--- src/rtl/minmax_pkg.sv ---
// +----------------------------------------------------------------------------+
// | minmax_pkg -- shared constants, sideband type and compare helpers.         |
// | Rev 1.0                                                                    |
// +----------------------------------------------------------------------------+
`default_nettype none

package minmax_pkg;

  localparam int MM_BOTH = 0;
  localparam int MM_MIN  = 1;
  localparam int MM_MAX  = 2;

  localparam int US_BOTH = 0;
  localparam int US_UNS  = 1;
  localparam int US_SGN  = 2;

  localparam int MAXW = 32;

  typedef struct packed {
    logic last;
    logic sgn;
    logic max;
  } side_t;

  function automatic int level_size(input int n, input int lvl);
    int r;
    r = n;
    for (int i = 0; i < lvl; i++) r = (r + 1) / 2;
    return r;
  endfunction

  // Operands are w-bit values zero-extended to MAXW; left-aligning them makes
  // a single MAXW-bit compare valid for both signed and unsigned modes.
  function automatic logic better(input logic [MAXW-1:0] a, input logic [MAXW-1:0] b,
                                  input int w, input logic signed_mode,
                                  input logic max_mode);
    logic [MAXW-1:0] as_v;
    logic [MAXW-1:0] bs_v;
    logic lt;
    logic gt;
    as_v = a << (MAXW - w);
    bs_v = b << (MAXW - w);
    if (signed_mode) begin
      lt = $signed(as_v) < $signed(bs_v);
      gt = $signed(as_v) > $signed(bs_v);
    end else begin
      lt = as_v < bs_v;
      gt = as_v > bs_v;
    end
    return max_mode ? gt : lt;
  endfunction

endpackage

`default_nettype wire

--- src/rtl/minmax_stream_if.sv ---
// +----------------------------------------------------------------------------+
// | minmax_stream_if -- input beat stream and frame result handshake bundle.   |
// | Rev 1.0                                                                    |
// +----------------------------------------------------------------------------+
`default_nettype none

interface minmax_stream_if #(
  parameter int W    = 8,
  parameter int NI   = 8,
  parameter int IDXW = 7
);
  logic            s_valid;
  logic            s_ready;
  logic [NI*W-1:0] s_data;
  logic            s_last;
  logic            us_sel;
  logic            min_max_sel;
  logic            m_valid;
  logic            m_ready;
  logic [W-1:0]    m_result;
  logic [IDXW-1:0] m_index;
  logic            m_ovf;

  modport master (
    output s_valid, s_data, s_last, us_sel, min_max_sel, m_ready,
    input  s_ready, m_valid, m_result, m_index, m_ovf
  );

  modport slave (
    input  s_valid, s_data, s_last, us_sel, min_max_sel, m_ready,
    output s_ready, m_valid, m_result, m_index, m_ovf
  );
endinterface

`default_nettype wire

--- src/rtl/minmax_level.sv ---
// +----------------------------------------------------------------------------+
// | minmax_level -- one pairwise compare level of the reduction tree.          |
// | Rev 1.0                                                                    |
// +----------------------------------------------------------------------------+
`default_nettype none

module minmax_level
  import minmax_pkg::*;
#(
  parameter int W     = 8,
  parameter int LIW   = 3,
  parameter int N_IN  = 8,
  parameter int PIPE  = 1,
  localparam int N_OUT = (N_IN + 1) / 2
) (
  input  wire logic               clk,
  input  wire logic               rst,
  input  wire logic               en,
  input  wire logic               in_valid,
  input  wire logic [N_IN*W-1:0]  in_data,
  input  wire logic [N_IN*LIW-1:0] in_idx,
  input  wire side_t              in_side,
  output logic                    out_valid,
  output logic [N_OUT*W-1:0]      out_data,
  output logic [N_OUT*LIW-1:0]    out_idx,
  output side_t                   out_side
);

  logic [N_OUT*W-1:0]   c_data;
  logic [N_OUT*LIW-1:0] c_idx;

  // Lower lane is x; y only wins on a strict improvement.
  for (genvar j = 0; j < N_IN / 2; j++) begin : g_pair
    logic [W-1:0] x;
    logic [W-1:0] y;
    logic         take_y;
    assign x      = in_data[2*j*W +: W];
    assign y      = in_data[(2*j+1)*W +: W];
    assign take_y = better(MAXW'(y), MAXW'(x), W, in_side.sgn, in_side.max);
    assign c_data[j*W +: W]     = take_y ? y : x;
    assign c_idx[j*LIW +: LIW]  = take_y ? in_idx[(2*j+1)*LIW +: LIW]
                                         : in_idx[2*j*LIW +: LIW];
  end

  if (N_IN % 2 == 1) begin : g_odd
    assign c_data[(N_OUT-1)*W +: W]    = in_data[(N_IN-1)*W +: W];
    assign c_idx[(N_OUT-1)*LIW +: LIW] = in_idx[(N_IN-1)*LIW +: LIW];
  end

  if (PIPE != 0) begin : g_reg
    always_ff @(posedge clk or posedge rst) begin
      if (rst) begin
        out_valid <= 1'b0;
        out_data  <= '0;
        out_idx   <= '0;
        out_side  <= '0;
      end else if (en) begin
        out_valid <= in_valid;
        out_data  <= c_data;
        out_idx   <= c_idx;
        out_side  <= in_side;
      end
    end
  end else begin : g_comb
    assign out_valid = in_valid;
    assign out_data  = c_data;
    assign out_idx   = c_idx;
    assign out_side  = in_side;
  end

endmodule

`default_nettype wire

--- src/rtl/minmax_stream.sv ---
// +----------------------------------------------------------------------------+
// | minmax_stream -- pipelined multi-beat min/max reduction with global index. |
// | Rev 1.0                                                                    |
// +----------------------------------------------------------------------------+
`default_nettype none

module minmax_stream
  import minmax_pkg::*;
#(
  parameter int W      = 8,
  parameter int NI     = 8,
  parameter int MAXB   = 16,
  parameter int IDXW   = (NI * MAXB > 1) ? $clog2(NI * MAXB) : 1,
  parameter int PIPE   = 1,
  parameter int MM_CFG = 0,
  parameter int US_CFG = 0
) (
  input wire logic        clk,
  input wire logic        rst,
  minmax_stream_if.slave  bus
);

  localparam int L   = $clog2(NI);
  localparam int LIW = (NI > 1) ? $clog2(NI) : 1;
  localparam int CW  = (MAXB > 1) ? $clog2(MAXB) : 1;
  localparam int DW  = NI * W;
  localparam int IW  = NI * LIW;

  logic stall;
  logic adv;
  logic accept;

  assign stall       = bus.m_valid && !bus.m_ready;
  assign adv         = !stall;
  assign bus.s_ready = adv;
  assign accept      = bus.s_valid && adv;

  // Mode is captured on the first beat of a frame and rides with every beat.
  logic eff_sgn;
  logic eff_max;
  logic in_frame;
  logic lat_sgn;
  logic lat_max;

  assign eff_sgn = (US_CFG == US_UNS) ? 1'b0 : (US_CFG == US_SGN) ? 1'b1 : bus.us_sel;
  assign eff_max = (MM_CFG == MM_MIN) ? 1'b0 : (MM_CFG == MM_MAX) ? 1'b1 : bus.min_max_sel;

  always_ff @(posedge clk or posedge rst) begin
    if (rst) begin
      in_frame <= 1'b0;
      lat_sgn  <= 1'b0;
      lat_max  <= 1'b0;
    end else if (accept) begin
      if (!in_frame) begin
        lat_sgn <= eff_sgn;
        lat_max <= eff_max;
      end
      in_frame <= !bus.s_last;
    end
  end

  logic [L:0]         st_valid;
  logic [L:0][DW-1:0] st_data;
  logic [L:0][IW-1:0] st_idx;
  side_t [L:0]        st_side;

  assign st_valid[0] = accept;
  assign st_data[0]  = bus.s_data;
  assign st_side[0]  = {bus.s_last, in_frame ? lat_sgn : eff_sgn, in_frame ? lat_max : eff_max};

  for (genvar k = 0; k < NI; k++) begin : g_lane
    assign st_idx[0][k*LIW +: LIW] = LIW'(k);
  end

  for (genvar i = 0; i < L; i++) begin : g_level
    localparam int NIN  = level_size(NI, i);
    localparam int NOUT = level_size(NI, i + 1);
    logic [NOUT*W-1:0]   lv_data;
    logic [NOUT*LIW-1:0] lv_idx;

    minmax_level #(
      .W    (W),
      .LIW  (LIW),
      .N_IN (NIN),
      .PIPE (PIPE)
    ) u_level (
      .clk       (clk),
      .rst       (rst),
      .en        (adv),
      .in_valid  (st_valid[i]),
      .in_data   (st_data[i][NIN*W-1:0]),
      .in_idx    (st_idx[i][NIN*LIW-1:0]),
      .in_side   (st_side[i]),
      .out_valid (st_valid[i+1]),
      .out_data  (lv_data),
      .out_idx   (lv_idx),
      .out_side  (st_side[i+1])
    );

    assign st_data[i+1] = DW'(lv_data);
    assign st_idx[i+1]  = IW'(lv_idx);
  end

  logic [W-1:0]    beat_val;
  logic [LIW-1:0]  beat_lidx;
  side_t           beat_side;
  logic            beat_v;
  logic            acc_in_frame;
  logic            cnt_full;
  logic            acc_ovf;
  logic [CW-1:0]   beat_cnt;
  logic [W-1:0]    acc_value;
  logic [IDXW-1:0] acc_index;
  logic            beat_ovf;
  logic            take;
  logic [IDXW-1:0] gidx;
  logic [W-1:0]    nxt_value;
  logic [IDXW-1:0] nxt_index;

  assign beat_val  = st_data[L][W-1:0];
  assign beat_lidx = st_idx[L][LIW-1:0];
  assign beat_side = st_side[L];
  assign beat_v    = st_valid[L] && adv;

  always_comb begin
    beat_ovf  = acc_ovf || cnt_full;
    gidx      = IDXW'(int'(beat_cnt) * NI + int'(beat_lidx));
    take      = !acc_in_frame ||
                better(MAXW'(beat_val), MAXW'(acc_value), W, beat_side.sgn, beat_side.max);
    nxt_value = take ? beat_val : acc_value;
    nxt_index = take ? gidx : acc_index;
  end

  // cnt_full marks that beat MAXB-1 has been consumed; any later beat overflows.
  always_ff @(posedge clk or posedge rst) begin
    if (rst) begin
      acc_in_frame <= 1'b0;
      cnt_full     <= 1'b0;
      acc_ovf      <= 1'b0;
      beat_cnt     <= '0;
      acc_value    <= '0;
      acc_index    <= '0;
    end else if (beat_v) begin
      acc_value <= nxt_value;
      acc_index <= nxt_index;
      if (beat_side.last) begin
        acc_in_frame <= 1'b0;
        cnt_full     <= 1'b0;
        acc_ovf      <= 1'b0;
        beat_cnt     <= '0;
      end else begin
        acc_in_frame <= 1'b1;
        acc_ovf      <= beat_ovf;
        if (beat_cnt == CW'(MAXB - 1)) cnt_full <= 1'b1;
        else                           beat_cnt <= beat_cnt + 1'b1;
      end
    end
  end

  logic            out_valid;
  logic [W-1:0]    out_result;
  logic [IDXW-1:0] out_index;
  logic            out_ovf;

  always_ff @(posedge clk or posedge rst) begin
    if (rst) begin
      out_valid  <= 1'b0;
      out_result <= '0;
      out_index  <= '0;
      out_ovf    <= 1'b0;
    end else if (beat_v && beat_side.last) begin
      out_valid  <= 1'b1;
      out_result <= nxt_value;
      out_index  <= nxt_index;
      out_ovf    <= beat_ovf;
    end else if (bus.m_ready) begin
      out_valid <= 1'b0;
    end
  end

  assign bus.m_valid  = out_valid;
  assign bus.m_result = out_result;
  assign bus.m_index  = out_index;
  assign bus.m_ovf    = out_ovf;

endmodule

`default_nettype wire

--- src/flat_wrapper.sv ---
// flat-port wrapper written by rule: the top's interface ports become plain ports
module minmax_stream_flat import minmax_pkg::*;
#(
  parameter int W      = 8,
  parameter int NI     = 8,
  parameter int MAXB   = 16,
  parameter int IDXW   = (NI * MAXB > 1) ? $clog2(NI * MAXB) : 1,
  parameter int PIPE   = 1,
  parameter int MM_CFG = 0,
  parameter int US_CFG = 0
)
  (clk, rst, bus_s_valid, bus_s_data, bus_s_last, bus_us_sel, bus_min_max_sel, bus_m_ready, bus_s_ready, bus_m_valid, bus_m_result, bus_m_index, bus_m_ovf);
  minmax_stream_if #(.W(W), .NI(NI), .IDXW(IDXW)) bus_i ();
  input wire logic clk;
  input wire logic rst;
  input wire logic [$bits(bus_i.s_valid)-1:0] bus_s_valid;
  input wire logic [$bits(bus_i.s_data)-1:0] bus_s_data;
  input wire logic [$bits(bus_i.s_last)-1:0] bus_s_last;
  input wire logic [$bits(bus_i.us_sel)-1:0] bus_us_sel;
  input wire logic [$bits(bus_i.min_max_sel)-1:0] bus_min_max_sel;
  input wire logic [$bits(bus_i.m_ready)-1:0] bus_m_ready;
  output wire logic [$bits(bus_i.s_ready)-1:0] bus_s_ready;
  output wire logic [$bits(bus_i.m_valid)-1:0] bus_m_valid;
  output wire logic [$bits(bus_i.m_result)-1:0] bus_m_result;
  output wire logic [$bits(bus_i.m_index)-1:0] bus_m_index;
  output wire logic [$bits(bus_i.m_ovf)-1:0] bus_m_ovf;
  assign bus_i.s_valid = bus_s_valid;
  assign bus_i.s_data = bus_s_data;
  assign bus_i.s_last = bus_s_last;
  assign bus_i.us_sel = bus_us_sel;
  assign bus_i.min_max_sel = bus_min_max_sel;
  assign bus_i.m_ready = bus_m_ready;
  assign bus_s_ready = bus_i.s_ready;
  assign bus_m_valid = bus_i.m_valid;
  assign bus_m_result = bus_i.m_result;
  assign bus_m_index = bus_i.m_index;
  assign bus_m_ovf = bus_i.m_ovf;
  minmax_stream #(.W(W), .NI(NI), .MAXB(MAXB), .IDXW(IDXW), .PIPE(PIPE), .MM_CFG(MM_CFG), .US_CFG(US_CFG)) u_core (.clk(clk), .rst(rst), .bus(bus_i));
endmodule
--- config.mk ---
export PLATFORM = sky130hd
export DESIGN_NAME = minmax_stream_flat
export DESIGN_NICKNAME = d
export VERILOG_FILES = /design/src/rtl/minmax_pkg.sv /design/src/rtl/minmax_stream_if.sv /design/src/rtl/minmax_level.sv /design/src/rtl/minmax_stream.sv /design/src/flat_wrapper.sv
export SDC_FILE = /design/constraint.sdc
export NUM_CORES = 1
export LEC_CHECK = 0
export BUFFER_PORTS_ARGS = -buffer_cell sky130_fd_sc_hd__buf_4
export CAP_MARGIN = 20
export CORE_ASPECT_RATIO = 0.8
export CORE_MARGIN = 4
export CORE_UTILIZATION = 40
export CTS_CLUSTER_DIAMETER = 40
export DETAILED_ROUTE_END_ITERATION = 16
export GPL_TIMING_DRIVEN = 0
export MAX_ROUTING_LAYER = met4
export SYNTH_ARGS = -nofsm -noshare
export SYNTH_HDL_FRONTEND = slang
export SYNTH_SLANG_ARGS = --single-unit
--- constraint.sdc ---
create_clock -name clk -period 4 [get_ports clk]
set_input_delay 0.6 -clock clk [delete_from_list [all_inputs] [get_ports clk]]
set_output_delay 0.6 -clock clk [all_outputs]
set_load 0.02 [all_outputs]
# ---- Word-level counts from Yosys, hierarchy flattened
# Cells that the tools add are included.
dict set report classes {
  addsub 2
  order_cmp 32
  n_eq_ne 2
  muxes 50
  reduce_logical 14
}
# op n
set op_table {}
lappend op_table {{32-bit greater-than comparator} 16}
lappend op_table {{32-bit < comparator} 16}
lappend op_table {{8-bit 2-to-1 mux} 8}
lappend op_table {{1-bit 2-to-1 mux} 36}
lappend op_table {{3-bit 2-to-1 mux} 3}
lappend op_table {{4-bit 2-to-1 mux} 2}
lappend op_table {{7-bit by 3-bit adder with 7-bit output} 1}
lappend op_table {{7-bit 2-to-1 mux} 1}
lappend op_table {{4-bit by 1-bit adder with 4-bit output, second input constant} 1}
lappend op_table {{4-bit == test, second input constant} 1}
lappend op_table {{1-bit logical AND} 4}
lappend op_table {{1-bit zero test} 4}
lappend op_table {{2-bit AND reduction} 2}
lappend op_table {{2-bit nonzero test} 2}
lappend op_table {{1-bit logical OR} 2}
lappend op_table {{2-bit != test, second input constant} 1}
dict set report word_totals {
  reg_bits 131
  inputBits 71
  out_inout_bits 18
  wordCells 131
}

# ---- Longest topological paths before layout
# Gate-level depths: netlist of run 1.
dict set report depth {
  ltp_word 6
  depth_mapped 12
  depth_no_buf 9
}

# ---- Cells and area by module
# Synthesis of run 1 repeated with hierarchy kept, for this count alone.
dict set report unflattened {
  cells_unflattened 853
  area_unflattened_um2 8489.4
}
# mod n_inst cells_each area_per_inst_um2 seq_area_each_um2
set modules_own_cells {}
lappend modules_own_cells {{minmax_level at u_core.g_level[0].u_level} 1 373 3544.6 1201.2}
lappend modules_own_cells {minmax_stream 1 174 2068.2 1051.0}
lappend modules_own_cells {{minmax_level at u_core.g_level[1].u_level} 1 191 1826.8 650.6}
lappend modules_own_cells {{minmax_level at u_core.g_level[2].u_level} 1 115 1049.8 375.4}

# ---- Least setup slack after synthesis of run 1
# Ideal clock, no wire load.
dict set report synth_path {
  path_type {input -> register}
  from {in bus_s_data[2]}
  to {reg u_core.g_level[0].u_level.out_data[1]}
  setup_ns 0.137
  arrival_time_ns 2.548
  required_time_ns 3.863
  setup_slack_ns 1.314
  path_stages 10
  path_buffers 1
  path_cell_list {inv_1 -> ha_1 -> a21o_1 -> a221oi_2 -> o21ai_1 -> or3_4 -> a32oi_4 -> and2_4 -> buf_8 -> o221ai_2}
}
dict set report synth_between {
  elab_chain_len 4
  elab_cells_between_ends 8
  cone_classes {order compare (4); mux (4)}
}
# item line
set synth_rtl {}
lappend synth_rtl {{start: declaration} flat_wrapper.sv:17} ;# input wire logic [$bits(bus_i.s_data)-1:0] bus_s_data;
lappend synth_rtl {{32-bit < comparator (tied with other cells)} minmax_pkg.sv:47} ;# lt = as_v < bs_v;
lappend synth_rtl {{1-bit 2-to-1 mux} minmax_pkg.sv:43} ;# if (signed_mode) begin
lappend synth_rtl {{1-bit 2-to-1 mux (*)} minmax_pkg.sv:50} ;# return max_mode ? gt : lt;
lappend synth_rtl {{8-bit 2-to-1 mux (*)} minmax_level.sv:40} ;# assign c_data[j*W +: W] = take_y ? y : x;
lappend synth_rtl {{end signal: assignment} minmax_level.sv:59} ;# out_data <= c_data;
lappend synth_rtl {{end: declaration} minmax_level.sv:24} ;# output logic [N_OUT*W-1:0] out_data,
# Every way passes the cells marked *; elsewhere a longest branch is shown, timed or not.
# A chain may end at the register's enable or synchronous reset.

# ---- Final worst setup path of run 1
dict set report layout_path {
  from {reg u_core.out_valid (netlist: u_core.bus.m_valid)}
  to {out bus_s_ready}
}
dict set report layout_between {
  elab_chain_len 2
}
# item line
set layout_rtl {}
lappend layout_rtl {{start: declaration} minmax_stream.sv:160} ;# logic out_valid;
lappend layout_rtl {{start signal: assignment} minmax_stream.sv:167} ;# out_valid <= 1'b0;
lappend layout_rtl {{start signal: assignment} minmax_stream.sv:172} ;# out_valid <= 1'b1;
lappend layout_rtl {{start signal: assignment} minmax_stream.sv:177} ;# out_valid <= 1'b0;
lappend layout_rtl {{1-bit logical AND} minmax_stream.sv:33} ;# assign stall = bus.m_valid && !bus.m_ready;
lappend layout_rtl {{1-bit zero test} minmax_stream.sv:34} ;# assign adv = !stall;
lappend layout_rtl {{end: declaration} flat_wrapper.sv:22} ;# output wire logic [$bits(bus_i.s_ready)-1:0] bus_s_ready;
# No other way between the ends.

==> results of run 1 <==
==> synth_stat cells, types with 3 or more instances <==
library cell / count / area share
dfrtp_1: 123 / 0.39
nand2_1: 105 / 0.049
mux2i_1: 89 / 0.11
inv_1: 77 / 0.036
ha_1: 65 / 0.10
nor2_1: 54 / 0.025
a21oi_1: 48 / 0.030
clkbuf_1: 30 / 0.014
nand4_1: 24 / 0.019
o21ai_0: 23 / 0.014
nor3_1: 21 / 0.013
o211ai_1: 21 / 0.020
o21ai_1: 21 / 0.013
nor3b_1: 20 / 0.019
a211oi_1: 11 / 0.010
mux2_2: 10 / 0.014
mux2_4: 10 / 0.019
o221ai_2: 7 / 0.013
a21o_1: 6 / 0.0057
buf_6: 6 / 0.0085
nand3_1: 6 / 0.0038
buf_2: 5 / 0.0031
nand2b_1: 5 / 0.0039
or3_1: 5 / 0.0039
a31oi_1: 4 / 0.0031
and3_1: 4 / 0.0031
buf_1: 4 / 0.0019
nor2b_1: 4 / 0.0031
a211o_1: 3 / 0.0033
nand3b_1: 3 / 0.0028
xor2_1: 3 / 0.0033
==> logic make-up (layout without fill, tap and decap cells) <==
kind of cell             count (synthesis)  after routing  share of synthesized area
multiplexers                           109            109                      0.145
AND/OR/NAND/NOR                        262            262                      0.156
XOR/XNOR                                 3              3                    0.00330
buffers and inverters                  124            240                     0.0668
flip-flops                             123            123                      0.386
adder cells (fa/ha/maj)                 65             65                      0.102
AO/OA/AOI/OAI                          166            166                      0.140
==> per-layer routing <==
metal / GRT usage / wire length, µm / vias up
li1: - / - / 3220
met1: 0.263 / 9950 / 3121
met2: 0.258 / 8540 / 93
met3: 0.0374 / 639 / 15
met4: 0.0435 / 141 / 0
met5: - / 0 / -
==> sequential cells by signal, summed over array words and instances (netlist names) <==
register                          cells
u_core.acc_in_frame                   1
u_core.g_level.u_level.out_side       9
u_core.bus.m_ovf                      1
u_core.bus.m_index                    7
u_core.g_level.u_level.out_valid      3
u_core.g_level.u_level.out_idx       13
u_core.cnt_full                       1
u_core.lat_sgn                        1
u_core.bus.m_valid                    1
u_core.g_level.u_level.out_data      56
u_core.bus.m_result                   8
u_core.lat_max                        1
u_core.acc_index                      7
u_core.acc_ovf                        1
u_core.acc_value                      8
u_core.beat_cnt                       4
u_core.in_frame                       1
==> critical path, stage by stage (launching register included) <==
cell	delay (ns)
dfrtp_1	0.37
nor2b_1	0.12
clkbuf_1	0.22
inv_1	0.15
clkbuf_1	0.44
clkbuf_1	0.40
buf_1	0.43
buf_4	0.24
==> through the flow <==
stage           util  cell area, µm²  TNS [ns]  total power (W)
3_3_place_gp   0.465            8950   -168.96          0.00701
4_1_cts        0.497            9570         0          0.00867
5_1_grt        0.497            9570         0          0.00932
3_5_place_dp   0.466            8980         0          0.00710
6_report       0.497            9570         0          0.00862
2_1_floorplan      -            7970         0          0.00588
==> how the worst max path moves through the flow <==
| stage | startpoint | endpoint | slack [ns] | depth (start not counted) |
|---|---|---|---|---|
| 6_report | u_core.bus.m_valid$_DFFE_PP0P_ | bus_s_ready | 0.61 | 7 |
| 5_1_grt | u_core.bus.m_valid$_DFFE_PP0P_ | bus_s_ready | 0.40 | 7 |
| 4_1_cts | u_core.bus.m_valid$_DFFE_PP0P_ | bus_s_ready | 0.58 | 7 |
| 3_5_place_dp | bus_m_ready | bus_s_ready | 0.82 | 8 |
| 3_3_place_gp | rst | u_core.g_level[0].u_level.out_data[29]$_DFFE_PP0N_ | -1.39 | 2 |
| 2_1_floorplan | rst | u_core.acc_in_frame$_DFFE_PP0P_ | 0.13 | 1 |
==> power groups by stage <==
stage / Clock, W / Combinational, W / Sequential [W]
finish: 0.00154 / 0.00472 / 0.00236
global route: 0.00163 / 0.00524 / 0.00245
CTS: 0.00157 / 0.00475 / 0.00236
detailed placement: 0 / 0.00472 / 0.00238
global placement: 0 / 0.00464 / 0.00237
floorplan: 0 / 0.00357 / 0.00231
==> cell type report <==
type | count | area (µm²) | area share
buffer | 47 | 243 | 0.0254
inverter | 77 | 294 | 0.0307
sequential | 123 | 3080 | 0.322
tap | 258 | 323 | 0.0337
multi-input combinational | 605 | 4360 | 0.455
clock buffer | 20 | 467 | 0.0488
timing repair buffer | 89 | 688 | 0.0719
clock inverter | 7 | 119 | 0.0124
==> cells in the final DEF (no fill, tap or decap), types with 7 or more instances in the layout <==
master / n
dfrtp_1: 123
nand2_1: 105
mux2i_1: 89
buf_4: 89
inv_1: 76
ha_1: 65
nor2_1: 54
a21oi_1: 48
clkbuf_1: 30
nand4_1: 24
o21ai_0: 23
o21ai_1: 21
nor3_1: 21
o211ai_1: 21
nor3b_1: 20
clkbuf_16: 17
a211oi_1: 11
mux2_2: 10
mux2_4: 10
o221ai_2: 7
==> flow_metrics.env, run 1 <==
export IMPL_post_route_min_period_ns=3.39
export IMPL_clock_skew_ns=0.00738
export IMPL_drt_iter0_drc=324
export IMPL_first_pass_iters=5
export IMPL_synth_nets=988
export IMPL_worst_slew_pin_slew_ns=1.04
export IMPL_n_antenna_cell=0
export IMPL_rr_endpoint="u_core.acc_value[7]$_DFFE_PP0P_"
export IMPL_rows=45
export IMPL_internal_power_w=0.00504
export IMPL_ys_warn_count=0
export IMPL_antenna_left=0
export IMPL_rsz0062_at_grt="no"
export IMPL_die_area_mm2=0.0222
export IMPL_syn2layout_area_growth_pct=20.1
export IMPL_antenna_found_initial=0
export IMPL_powerDensity_mw_per_mm2=901
export IMPL_period_share=0.848
export IMPL_hold_violations=0
export IMPL_holdCritPathClass="input port to async pin"
export IMPL_sw_frac_of_total=0.415
export IMPL_synth_distinct_cells=55
export IMPL_htreeDepth=4
export IMPL_p_seq_frac=0.274
export IMPL_worstSkewPairLatency_ns=0.42
export IMPL_ys_flop_type="dfrtp_1"
export IMPL_cts_tree="built"
export IMPL_cts_sinks=123
export IMPL_dp_hpwl_mm=15.0
export IMPL_hold_buffers=0
export IMPL_ios=89
export IMPL_worstPathArrival_ns=2.79
export IMPL_crit_type="flop to output port"
export IMPL_cts_buffer_depth=2
export IMPL_root_buffer="clkbuf_16"
export IMPL_fin_hold_ws_ns=0.200
export IMPL_wirelength_mm=19.3
export IMPL_nets=1096
export IMPL_track_usage=0.181
export IMPL_outcome="complete, no violations"
export IMPL_ys_seq_area_frac=0.386
export IMPL_setup_viol=0
export IMPL_drive_above_1_share=0.171
export IMPL_max_cap_violations=0
export IMPL_stdcell_count=1226
export IMPL_vias=6449
export IMPL_fillCellCount=1865
export IMPL_clockPowerShare=0.178
export IMPL_dp_cells=1199
export IMPL_vdd_drop_max_mv=0.392
export IMPL_io_buffers=88
export IMPL_start_util=0.414
export IMPL_max_freq_mhz=295
export IMPL_ys_ff_latch=123
export IMPL_fp_dieH_um=134
export IMPL_avgSynthCellArea_um2=9.35
export IMPL_cp_max_fo=10
export IMPL_routedWlPerCell_um=15.7
export IMPL_path_clk_slew_ns=0.05
export IMPL_worst_ep_required_time_ns=3.40
export IMPL_gp_congestion=0.869
export IMPL_netlist_area_mm2=0.00797
export IMPL_grt_pass1_wl_mm=32.0
export IMPL_pre_cts_slack_ns=0.820
export IMPL_p_sw_w=0.00357
export IMPL_cts_resized=0
export IMPL_p_leak_nw=4.55
export IMPL_cp_start_kind="flop"
export IMPL_pwr_share_comb=0.548
export IMPL_grt_pass1_vias=6168
export IMPL_cts_made_buffers=17
export IMPL_syn_inst=852
export IMPL_r2r_start="u_core.g_level[2].u_level.out_data[5]$_DFFE_PP0N_"
export IMPL_grt_max_degree=77
export IMPL_end_kind="output port"
export IMPL_vias_per_cell=5.26
export IMPL_async_flop_share=1.00
export IMPL_r2r_cells=11
export IMPL_max_slew_margin_rel=0.289
export IMPL_design_core_area_mm2=0.0193
export IMPL_setup_slack_ns=0.606
export IMPL_die_x_um=166
export IMPL_overflow=0
export IMPL_drv_slew=0
export IMPL_post_cts_setup_buffers=0
export IMPL_synth_enable_flop_cells=0
export IMPL_route_detailed_drc=0
export IMPL_regToRegSetupSlack_ns=1.22
(Power assumes the default switching activity.)
==> inputs of run 2 (changes only) <==
- clock period: 4 -> 3.1 ns (I/O delays scaled with it)
==> run 2 against run 1 <==
  * Combinational power increased by 29%
  * Die area unchanged
  * Global-route usage is 0.066 points higher
  * Wire length grew 1.2%
  * Sequential power up 29%
  * Power is 30% higher
  * First-iteration DRC count up 4.6%
  * Cell count rose by 0.49%
  * Worst hold slack gained 0.061 ns
  * Count of clock-buffer cells in the layout did not move
  * Largest power group unchanged
==> flow_metrics.env, run 2 (synthesis gave the netlist of run 1 again) <==
export IMPL_reg_largest_list="u_core.g_level.u_level.out_data x56, u_core.g_level.u_level.out_idx x13, u_core.g_level.u_level.out_side x9"
export IMPL_pwr_share_comb=0.544
export IMPL_sw_frac_of_total=0.415
export IMPL_routedWlPerCell_um=15.8
export IMPL_worstPathArrival_ns=3.06
export IMPL_first_pass_iters=5
export IMPL_cp_max_fo=10
export IMPL_drt_iter0_drc=339
export IMPL_post_route_min_period_ns=2.77
export IMPL_grt_pass1_wl_mm=32.3
export IMPL_wirelength_mm=19.5
export IMPL_vdd_drop_max_mv=0.469
export IMPL_holdCritPathClass="input port to flop"
export IMPL_p_leak_nw=4.59
export IMPL_post_cts_setup_buffers=0
export IMPL_antenna_left=0
export IMPL_p_sw_w=0.00463
export IMPL_cp_start_kind="flop"
export IMPL_multiInputGateArea_mm2=0.00436
export IMPL_cts_sinks=123
export IMPL_vias_per_cell=5.23
export IMPL_final_cell_mix="dfrtp_1, nand2_1, mux2i_1, buf_4, inv_1"
export IMPL_rsz0062_at_grt="no"
export IMPL_max_freq_mhz=361
export IMPL_cts_tree="built"
export IMPL_io_buffers=88
export IMPL_fin_util=0.500
export IMPL_start_util=0.414
export IMPL_powerDensity_mw_per_mm2=1160
export IMPL_die_area_mm2=0.0222
export IMPL_grt_pass1_vias=6416
export IMPL_fp_dieH_um=134
export IMPL_max_slew_margin_rel=0.342
export IMPL_vias=6443
export IMPL_regArea_mm2=0.00308
export IMPL_period_share=0.893
export IMPL_end_kind="flop"
export IMPL_route_detailed_drc=0
export IMPL_grt_max_degree=43
export IMPL_path_clk_slew_ns=0.06
export IMPL_die_x_um=166
export IMPL_overflow=0
export IMPL_drv_slew=0
export IMPL_p_seq_frac=0.273
export IMPL_rows=45
export IMPL_design_core_area_mm2=0.0193
export IMPL_nets=1098
export IMPL_cts_made_buffers=17
export IMPL_setup_viol=0
export IMPL_worst_slew_pin_slew_ns=0.960
export IMPL_htreeDepth=4
export IMPL_fillCellCount=1823
export IMPL_crit_type="flop to flop"
export IMPL_layout_commonest_cell="dfrtp_1"
export IMPL_gp_congestion=0.858
export IMPL_clockPowerShare=0.183
export IMPL_largest_reg_flops=56
export IMPL_n_antenna_cell=0
export IMPL_hold_violations=0
export IMPL_internal_power_w=0.00653
export IMPL_drive_above_1_share=0.179
export IMPL_outcome="complete, no violations"
export IMPL_regMostFlops="u_core.g_level.u_level.out_data"
export IMPL_cts_buffer_depth=2
export IMPL_root_buffer="clkbuf_16"
export IMPL_clock_skew_ns=0.0121
export IMPL_worstSkewPairLatency_ns=0.42
export IMPL_max_cap_violations=0
export IMPL_syn2layout_area_growth_pct=20.9
export IMPL_dp_hpwl_mm=15.1
export IMPL_worst_ep_required_time_ns=3.39
export IMPL_track_usage=0.182
export IMPL_ios=89
export IMPL_final_setup_tns_ns=0
export IMPL_antenna_found_initial=0
## run 2: changes by cell type in the layout (fill, tap and decap cells not counted)
cell,previous run,this run
clkbuf_1,30,28
clkbuf_2,0,1
buf_12,0,3
buf_16,1,0
clkinvlp_4,2,3
buf_1,4,3
dlygate4sd3_1,0,1
buf_2,5,6
clkinv_2,1,4
## run 2: final timing paths
check	from	to	slack, ns	cells past startpoint
min in group asynchronous	rst	u_core.bus.m_index[4]$_DFFE_PP0P_	0.53	3
max	u_core.g_level[2].u_level.out_data[5]$_DFFE_PP0N_	u_core.acc_value[2]$_DFFE_PP0P_	0.33	11
max in group asynchronous	rst	u_core.g_level[0].u_level.out_data[21]$_DFFE_PP0N_	1.86	5
min	bus_s_last	u_core.in_frame$_DFFE_PP0P_	0.26	2
min reg2reg	u_core.g_level[1].u_level.out_valid$_DFFE_PP0N_	u_core.g_level[1].u_level.out_valid$_DFFE_PP0N_	0.47	2
max reg2reg	u_core.g_level[2].u_level.out_data[5]$_DFFE_PP0N_	u_core.acc_value[2]$_DFFE_PP0P_	0.33	11
## run 2: repair_timing
item / 4_1_cts / 5_1_grt
gates cloned: 0 / 0
hold buffers: 1 / 0
resized for setup: 2 / 0
setup endpoints to repair: 1 / 1
endpoints found under the hold margin: 3 / 0
## run 2: per-stage QoR
step | hold slack (ns) | cell area [µm²] | worst slack (ns) | cells | power [W]
finish | 0.261 | 9630 | 0.331 | 1232 | 0.0112
global route | 0.248 | 9630 | 0.135 | 1232 | 0.0121
CTS | 0.247 | 9630 | 0.0914 | 1233 | 0.0113
detailed placement | 0.391 | 9010 | 0.125 | 1201 | 0.00916
global placement | 0.450 | 8950 | 0.0976 | 1198 | 0.00904
floorplan | 0.439 | 7970 | 0.549 | 852 | 0.00759
## run 2: area by class of cell
cell class              instances  area share
clock inverters                11      0.0148
inverters                      77      0.0304
plain buffers                  46      0.0251
well taps                     258      0.0335
flip-flops and latches        123       0.320
multi-input cells             605       0.452
clock buffers                  20      0.0485
repair buffers                 92      0.0759
## run 2: power groups by stage
stage | combinational, W | clock, W | sequential [W]
5_1_grt | 0.00675 | 0.00215 | 0.00316
4_1_cts | 0.00614 | 0.00207 | 0.00305
6_report | 0.00607 | 0.00204 | 0.00305
3_3_place_gp | 0.00599 | 0 | 0.00305
2_1_floorplan | 0.00461 | 0 | 0.00298
3_5_place_dp | 0.00609 | 0 | 0.00307
## run 2: critical path, stage by stage, from the launching register on
cell and delay, ns:
dfrtp_1 0.43, ha_1 0.32, a21o_1 0.19, a211oi_1 0.23
a21oi_1 0.13, o221ai_1 0.18, o311a_1 0.20, buf_6 0.15
nand2b_1 0.10, buf_2 0.20, buf_6 0.20, mux2_4 0.31
## run 2: routing by layer
| layer | GRT usage | vias to the layer above | routed length, µm |
|---|---|---|---|
| met5 | - | - | 0 |
| met4 | 0.0421 | 0 | 187 |
| met3 | 0.0339 | 13 | 682 |
| met2 | 0.271 | 107 | 8730 |
| met1 | 0.257 | 3087 | 9910 |
| li1 | - | 3236 | - |
